[config.mk]
export PLATFORM = sky130hd
export DESIGN_NAME = uart_rx_loader
export DESIGN_NICKNAME = d
export VERILOG_FILES = /design/src/rtl/uart_rx_loader.sv
export SDC_FILE = /design/constraint.sdc
export NUM_CORES = 1
export LEC_CHECK = 0
export BUFFER_PORTS_ARGS = -buffer_cell sky130_fd_sc_hd__buf_2
export CORE_MARGIN = 2
export CORE_UTILIZATION = 31
export DETAILED_ROUTE_END_ITERATION = 6
export PLACE_DENSITY = 0.55
export SLEW_MARGIN = 20
export SYNTH_ARGS = -nofsm -noshare
export SYNTH_HDL_FRONTEND = slang
export SYNTH_SLANG_ARGS = --single-unit
[constraint.sdc]
create_clock -name clk -period 7.6 [get_ports clk]
set_input_delay 1.9 -clock clk [delete_from_list [all_inputs] [get_ports clk]]
set_output_delay 1.9 -clock clk [all_outputs]
set_load 0.1 [all_outputs]
[src/rtl/uart_rx_loader.sv]
// UART byte-stream loader: boot phase writes a length-prefixed word image to imem,
// run phase buffers assembled words in a FWFT FIFO. Optional: UART_LOADER_CHECKSUM_EN.
module uart_rx_loader #(
  parameter int ADDR_W     = 15,
  parameter int DEPTH_LOG2 = 4
) (
  input  logic              clk,
  input  logic              rstn,
  input  logic [7:0]        rx_data,
  input  logic              rx_valid,
  input  logic              rx_ferr,
  input  logic              boot_start,
  output logic              imem_we,
  output logic [ADDR_W-1:0] imem_addr,
  output logic [31:0]       imem_wdata,
  output logic              boot_done,
  output logic              word_valid,
  output logic [31:0]       word_data,
  input  logic              word_ready,
  output logic              err,
  output logic              ovf
);

`ifdef UART_LOADER_CHECKSUM_EN
  typedef enum logic [2:0] {S_IDLE, S_LEN, S_LOAD, S_CSUM, S_RUN} state_t;
`else
  typedef enum logic [2:0] {S_IDLE, S_LEN, S_LOAD, S_RUN} state_t;
`endif

  localparam int DEPTH = 1 << DEPTH_LOG2;

  state_t              r_state;
  logic [1:0]          r_bcnt;
  logic [23:0]         r_part;
  logic [31:0]         r_len;
  logic [31:0]         r_idx;
`ifdef UART_LOADER_CHECKSUM_EN
  logic [31:0]         r_sum;
`endif
  logic                r_imem_we;
  logic [ADDR_W-1:0]   r_imem_addr;
  logic [31:0]         r_imem_wdata;
  logic                r_boot_done;
  logic                r_err;
  logic                r_ovf;

  logic [31:0]         r_mem [DEPTH];
  logic [DEPTH_LOG2:0] r_wptr;
  logic [DEPTH_LOG2:0] r_rptr;

  logic [31:0]         w_word;
  logic                w_word_done;
  logic                w_run_push;
  logic                w_empty;
  logic                w_full;
  logic                w_pop;
  logic                w_push;

  assign w_word      = {rx_data, r_part};
  assign w_word_done = rx_valid && (r_state != S_IDLE) && (r_bcnt == 2'd3);
  assign w_run_push  = w_word_done && (r_state == S_RUN);
  assign w_empty     = (r_wptr == r_rptr);
  assign w_full      = (r_wptr[DEPTH_LOG2] != r_rptr[DEPTH_LOG2]) &&
                       (r_wptr[DEPTH_LOG2-1:0] == r_rptr[DEPTH_LOG2-1:0]);
  assign w_pop       = !w_empty && word_ready;
  // A full FIFO still accepts when the head leaves on the same edge.
  assign w_push      = w_run_push && (!w_full || w_pop);

  always_ff @(posedge clk or negedge rstn) begin
    if (!rstn) begin
      r_state      <= S_IDLE;
      r_bcnt       <= '0;
      r_part       <= '0;
      r_len        <= '0;
      r_idx        <= '0;
`ifdef UART_LOADER_CHECKSUM_EN
      r_sum        <= '0;
`endif
      r_imem_we    <= 1'b0;
      r_imem_addr  <= '0;
      r_imem_wdata <= '0;
      r_boot_done  <= 1'b0;
      r_err        <= 1'b0;
      r_ovf        <= 1'b0;
    end else begin
      r_imem_we <= 1'b0;
      if (rx_valid && rx_ferr) r_err <= 1'b1;
      if (w_run_push && !w_push) r_ovf <= 1'b1;

      if (rx_valid && (r_state != S_IDLE)) begin
        r_bcnt <= r_bcnt + 2'd1;
        case (r_bcnt)
          2'd0:    r_part[7:0]   <= rx_data;
          2'd1:    r_part[15:8]  <= rx_data;
          2'd2:    r_part[23:16] <= rx_data;
          default: ;
        endcase
      end

      case (r_state)
        S_IDLE: begin
          if (boot_start) begin
            r_state <= S_LEN;
            r_idx   <= '0;
`ifdef UART_LOADER_CHECKSUM_EN
            r_sum   <= '0;
`endif
          end
        end
        S_LEN: begin
          if (w_word_done) begin
            r_len <= w_word;
            r_idx <= '0;
            if (w_word == '0) begin
`ifdef UART_LOADER_CHECKSUM_EN
              r_state     <= S_CSUM;
`else
              r_state     <= S_RUN;
              r_boot_done <= 1'b1;
`endif
            end else begin
              r_state <= S_LOAD;
            end
          end
        end
        S_LOAD: begin
          if (w_word_done) begin
            r_imem_we    <= 1'b1;
            r_imem_addr  <= r_idx[ADDR_W-1:0];
            r_imem_wdata <= w_word;
            r_idx        <= r_idx + 32'd1;
`ifdef UART_LOADER_CHECKSUM_EN
            r_sum        <= r_sum + w_word;
`endif
            if (r_idx == r_len - 32'd1) begin
`ifdef UART_LOADER_CHECKSUM_EN
              r_state     <= S_CSUM;
`else
              r_state     <= S_RUN;
              r_boot_done <= 1'b1;
`endif
            end
          end
        end
`ifdef UART_LOADER_CHECKSUM_EN
        S_CSUM: begin
          if (w_word_done) begin
            if (w_word != r_sum) r_err <= 1'b1;
            r_boot_done <= 1'b1;
            r_state     <= S_RUN;
          end
        end
`endif
        default: ;
      endcase
    end
  end

  always_ff @(posedge clk or negedge rstn) begin
    if (!rstn) begin
      r_wptr <= '0;
      r_rptr <= '0;
    end else begin
      if (w_push) r_wptr <= r_wptr + 1'b1;
      if (w_pop)  r_rptr <= r_rptr + 1'b1;
    end
  end

  // Storage is not reset; word_data is gated by word_valid instead.
  always_ff @(posedge clk) begin
    if (w_push) r_mem[r_wptr[DEPTH_LOG2-1:0]] <= w_word;
  end

  assign imem_we    = r_imem_we;
  assign imem_addr  = r_imem_addr;
  assign imem_wdata = r_imem_wdata;
  assign boot_done  = r_boot_done;
  assign err        = r_err;
  assign ovf        = r_ovf;
  assign word_valid = !w_empty;
  assign word_data  = w_empty ? '0 : r_mem[r_rptr[DEPTH_LOG2-1:0]];

endmodule
==> out/results.txt, run 1 <==
Vias in the first global route - 15000
Largest net degree at the start of global routing - 82
Peak supply drop - 0.563 mV
RSZ-0062 raised after global routing - no
Post-synthesis async set-or-reset flop share - 0.230
Post-DR vias/cell - 4.97
Finished Cell Area - 31500 um^2
Syn nets - 1573
Distinct cells, synth - 66
Post-route clock period utilization - 0.735
GRT overflow - 0
Core box area - 86900 um^2
IO Port Bufs - 97
Number of synthesized flops with an enable pin - 512
Met2 usage in global routing - 0.258
Most used flip-flop cell after synthesis - edfxtp_1
Setup Crit Path Kind - register to output pin
DRC violations left - 0
Setup Buffers After CTS - 0
Global route hottest layer - met2
Die Ht - 300 um
Leak Pwr - 11.1 nW
Final ANT Viol Nets - 0
Area Growth Syn to Fin - 15.9%
Critical path launch point type - register
DP HPWL - 38500 um
Clock-pin slew on the worst setup and hold paths - 0.06 ns
DRT iter0 DRCs - 1201
CTS Sinks - 665
Wire per inst - 23.6 um
# fillers - 8076
Slowest stage delay, CP - 0.98 ns
GPL Wtd Cong - 0.767
Hold WC Path Type - register to register
Starting Density - 0.313
Count leader, synth - edfxtp_1
IO Count - 98
Met1 Use GR - 0.201
TNS Setup - 0 ns
Synth area leader - edfxtp_1
Slew headroom - 0.355
First-pass GRT wire length - 99900 um
Flops & latches, synth - 665
Hold Vio Cnt, Final - 0
Final Setup Violations - 0
Synth cell count leaders - 512 x edfxtp_1, 167 x nand2_1, 160 x mux4_2
CTS buffer count - 72
Worst-margin pin slew - 0.959 ns
Initial antenna violation count - 3
Placed cell area - 29100 um^2
Critical path buffers and inverters - 2
Setup crit end kind - output pin
H-tree levels - 3
Mapped Cells - 1544
Vias - 14300
N_diodes - 0
Worst path arrival time - 3.69 ns
Drt pass-1 iters - 5
Critical path, cell by cell - buf_12, mux4_2, mux4_2, nor2b_1, buf_2
P per Cell Area - 436 nW/um^2
Die Area - 90100 um^2
Global-route usage over all layers - 0.151
Clock skew - 0.0166 ns
Syn Std Cell Area - 27200 um^2
Slowest cell on the critical path - dfrtp_4
CTS tree - done
Longest Clk Path Bufs - 3
Layout cells sized above 1 - 0.279
Min Tclk post-route - 5.59 ns
Std-Cell Rows - 108
Top post-synthesis cells by area - edfxtp_1 57%, dfrtp_1 14%, mux4_2 13%, mux2_2 2.4%, nand2_1 2.3%
Synth Area per Inst - 17.6 um^2
Sequential-to-total area share from yosys stat - 0.706
Synth Warn # - 0
CTS Hold Buffers Added - 0
Max_cap viols - 0
Highest Clock Rate - 179 MHz
Post-synth top area share - 0.565
Run status - finished clean
Clk_lat worst skew - 0.61 ns
Fin. max-slew vios - 0
Cts repair resizes - 0
Die width - 300 um
Final WL - 67900 um
Worst endpoint required time - 5.70 ns
CTS root buf - clkbuf_16
Critical path's top delay family - multiplexers
Crit path top cell by count - mux4_2
Worst-path maximum fanout - 50
Met3 GRT Util - 0.0259
Final nets - 1698
sequential cells by signal, indices dropped and copies added (netlist names):
register,count
ovf,1
r_bcnt,2
r_mem,512
r_wptr,5
r_part,24
boot_done,1
imem_addr,15
imem_we,1
r_state,2
r_len,32
r_idx,32
err,1
imem_wdata,32
r_rptr,5
cells in the final DEF (no fill, tap or decap), types with 7 or more instances in the layout:
cell type	n
and2_2	16
and3_1	9
buf_2	96
buf_4	26
bufinv_16	7
clkbuf_1	11
clkbuf_16	73
clkinv_1	17
clkinv_2	12
dfrtp_1	149
edfxtp_1	512
ha_1	15
inv_1	25
mux2_2	58
mux4_2	160
nand2_1	166
nand3_1	21
nand4_1	20
nor2_1	48
nor2b_1	37
nor3_1	20
nor4_1	21
o21ai_0	15
or3_1	9
xnor2_1	40
xor2_1	32
worst paths after layout:
kind | from | endpoint | slack, ns | depth (start not counted)
min | imem_addr[5] | imem_addr[5] | 0.47 | 2
max | r_rptr[0] | word_data[15] | 2.01 | 5
min in group asynchronous | rstn | r_idx[31] | 1.28 | 1
max in group asynchronous | rstn | r_rptr[1] | 5.23 | 2
max reg2reg | r_len[0] | r_state[1] | 3.92 | 10
min reg2reg | imem_addr[5] | imem_addr[5] | 0.47 | 2
cells by family after synthesis:
family,after synthesis,synth area share
mux,222,0.158
xor+xnor,73,0.0240
flops,665,0.706
fa+ha+maj,15,0.00690
compound gates,60,0.0157
buf+inv,101,0.0143
simple gates,408,0.0750
metal layers:
| metal | vias up | share of wire |
|---|---|---|
| met2 | 388 | 0.50 |
| met1 | 7593 | 0.43 |
| met3 | 97 | 0.049 |
| met4 | 0 | 0.021 |
| li1 | 6254 | - |
| met5 | - | 0 |
worst min-delay path: cells and delay by family (launching register included):
| family | cells | cell delay (ns) |
|---|---|---|
| flip-flops | 1 | 0.34 |
| AND/OR/NAND/NOR | 2 | 0.11 |
through the flow:
stage	hold WS [ns]	utilization	setup WS [ns]	std cells	power, mW
finish	0.474	0.363	2.01	2881	13.7
global route	0.498	0.363	1.76	2881	14.3
CTS	0.479	0.363	1.88	2881	13.9
detailed placement	0.458	0.335	2.55	2750	10.4
global placement	0.455	0.335	2.54	2750	10.3
floorplan	0.462	-	2.48	1544	9.08
where the power goes:
group | total [mW] | switching [mW] | leakage [nW] | internal, mW
sequential | 5.34 | 0.829 | 6.60 | 4.51
clock | 3.50 | 1.47 | 1.16 | 2.03
combinational | 4.90 | 3.29 | 3.36 | 1.60
final cells by class:
class	count	area [um^2]	share of cell area
Clock inverter	46	502	0.0159
Clock buffer	85	1880	0.0597
Inverter	26	97.6	0.00310
Multi-Input combinational cell	778	7640	0.242
Sequential cell	665	19200	0.609
Timing Repair Buffer	126	747	0.0237
Tap cell	1155	1450	0.0458
Note: power is estimated with default switching activity, not from simulation.
==> run 2, diff against run 1 <==
Clock period 7.6 ns to 5.6 ns, I/O delays scaled along.
==> run 2 against run 1 <==
Core utilization barely moved; sequential share of layout area about the same; largest power group unchanged; clock power increased by 30%; first-iteration DRC count down 7.4%; sequential power increased by 35%; die area is the same; combinational power grew 37%; global-route usage grew 0.21 points; worst setup slack worse by 1.3 ns; register-to-register slack got worse by 2.1 ns; clock skew grew 0.0076 ns; total power is 35% higher.
==> out/results.txt, run 2 (synthesis gave the netlist of run 1 again) <==
Run status - finished clean
Hold Vio Cnt, Final - 0 (unchanged)
GPL Wtd Cong - 0.799 (+4.3%)
Worst endpoint required time - 4.20 ns (-1.50 ns)
CTS Sinks - 665 (unchanged)
Wire per inst - 23.5 um (about the same)
Worst-margin pin slew - 0.963 ns (+0.00415 ns)
Fin. max-slew vios - 0 (unchanged)
Core box area - 86900 um^2 (unchanged)
Hold WC Path Type - register to register
Total power - 18.5 mW (+35%)
RSZ-0062 raised after global routing - no
Starting Density - 0.313 (unchanged)
CTS tree - done
GRT overflow - 0 (unchanged)
Critical path, cell by cell - buf_4, mux4_2, mux4_2, nor2b_1, buf_2
Std-Cell Rows - 108 (unchanged)
Final ANT Viol Nets - 0 (unchanged)
Final nets - 1716 (+1.1%)
Clock skew - 0.0241 ns (+0.00758 ns)
Number of flip-flops under the largest register name - 512 (unchanged)
DRT iter0 DRCs - 1112 (-7.4%)
Setup Buffers After CTS - 0 (unchanged)
Final WL - 68200 um (+0.49%)
Critical path launch point type - register
Post-route clock period utilization - 0.870
DP HPWL - 40200 um (+4.6%)
HP Start - err
Slowest cell on the critical path - dfrtp_4
Crit path top cell by count - mux4_2
Longest Clk Path Bufs - 3 (unchanged)
Highest Clock Rate - 205 MHz
Die width - 300 um (unchanged)
Area Growth Syn to Fin - 16.0% (about the same)
CTS root buf - clkbuf_16
IO Count - 98 (unchanged)
Global-route usage over all layers - 0.153 (+0.00209)
Crit path launch - r_rptr[0]
IO Port Bufs - 97 (unchanged)
Critical path buffers and inverters - 2 (unchanged)
Worst path arrival time - 3.47 ns (-0.22 ns)
Cells on worst reg2reg path - 10 (unchanged)
Max_cap viols - 0 (unchanged)
Layout cells sized above 1 - 0.284 (+0.00490)
Slew headroom - 0.358 (+0.00313)
Reg2Reg Capture Point - r_state[1]
Post-DR vias/cell - 4.96 (-0.39%)
Drt pass-1 iters - 5 (unchanged)
Most common cell after layout, fill and taps aside - edfxtp_1
Leak Pwr - 11.1 nW (+0.13%)
Post-Layout Cell Count - 2898 (+0.59%)
Critical path's top delay family - multiplexers
Die Ht - 300 um (unchanged)
Placed insts - 2766 (+0.58%)
Slowest stage delay, CP - 0.86 ns (-0.12 ns)
Worst-path maximum fanout - 32 (-36%)
First-pass GRT wire length - 102000 um (+2.0%)
Worst r2r src - r_len[0]
Initial antenna violation count - 0 (-3)
Final Setup Violations - 0 (unchanged)
Most frequent cells in the layout - 512 x edfxtp_1, 166 x nand2_1, 160 x mux4_2
Min-Delay Endpoint - err
Setup Crit Path Kind - register to output pin
WHS Path Cells - 1 (-1)
Cts repair resizes - 0 (unchanged)
Clk_lat worst skew - 0.62 ns (about the same)
CTS Hold Buffers Added - 0 (unchanged)
P per Cell Area - 586 nW/um^2 (+35%)
TNS Setup - 0 ns (unchanged)
Final core utilization - 0.363 (about the same)
Vias - 14400 (+0.20%)
CTS buffer count - 74 (+2.8%)
Peak supply drop - 1.17 mV (+110%)
Reg2Reg Setup Slack - 1.86 ns (-2.06 ns)
Vias in the first global route - 15300 (+1.3%)
Largest net degree at the start of global routing - 106 (+29%)
DRC violations left - 0 (unchanged)
Clock-pin slew on the worst setup and hold paths - 0.05 ns (about the same)
H-tree levels - 3 (unchanged)
Die Area - 90100 um^2 (unchanged)
Setup crit end kind - output pin
Min Tclk post-route - 4.87 ns
## run 2: metrics by stage
| step | setup slack (ns) | hold slack, ns | cell area, um^2 |
|---|---|---|---|
| floorplan | 0.982 | 0.462 | 27200 |
| global placement | 1.23 | 0.447 | 29300 |
| detailed placement | 1.27 | 0.449 | 29300 |
| CTS | 0.601 | 0.461 | 31500 |
| global route | 0.513 | 0.477 | 31500 |
| finish | 0.728 | 0.451 | 31500 |
## run 2: worst reg2reg max path, stage by stage (launching register included)
cell and delay, ns:
dfrtp_1 0.43, inv_1 0.08, ha_1 0.21, nor2b_1 0.71, nand4_1 0.57, nor4b_1 0.45, nand2_1 0.10, a31oi_1 0.27
nand4_1 0.33, mux2i_1 0.21, a221o_1 0.28
## run 2: how the worst max path moves through the flow
| stage | end | slack (ns) | cells after the start |
|---|---|---|---|
| floorplan | word_data[29] | 0.98 | 6 |
| global placement | word_data[2] | 1.23 | 5 |
| detailed placement | word_data[2] | 1.27 | 5 |
| CTS | word_data[2] | 0.60 | 5 |
| global route | word_data[1] | 0.51 | 5 |
| finish | word_data[1] | 0.73 | 5 |
## run 2: report_power, final
| part | internal (mW) | total [mW] | switching [mW] |
|---|---|---|---|
| clock network | 2.60 | 4.55 | 1.96 |
| registers | 6.12 | 7.20 | 1.08 |
| logic | 2.20 | 6.73 | 4.53 |
## run 2: final cells by class
type | instances | area, um^2
Tap cell | 1155 | 1450
Clock buffer | 91 | 1970
Timing Repair Buffer | 142 | 880
Multi-Input combinational cell | 778 | 7640
Clock inverter | 40 | 298
Antenna cell | 1 | 2.50
Inverter | 26 | 97.6
Sequential cell | 665 | 19200
Fill cell | 8019 | 55300
## run 2: layer usage
layer	global-route usage	routed length, um
met1	0.209	30700
met2	0.257	33600
met3	0.0251	3000
met4	0.0358	1030
met5	0	0
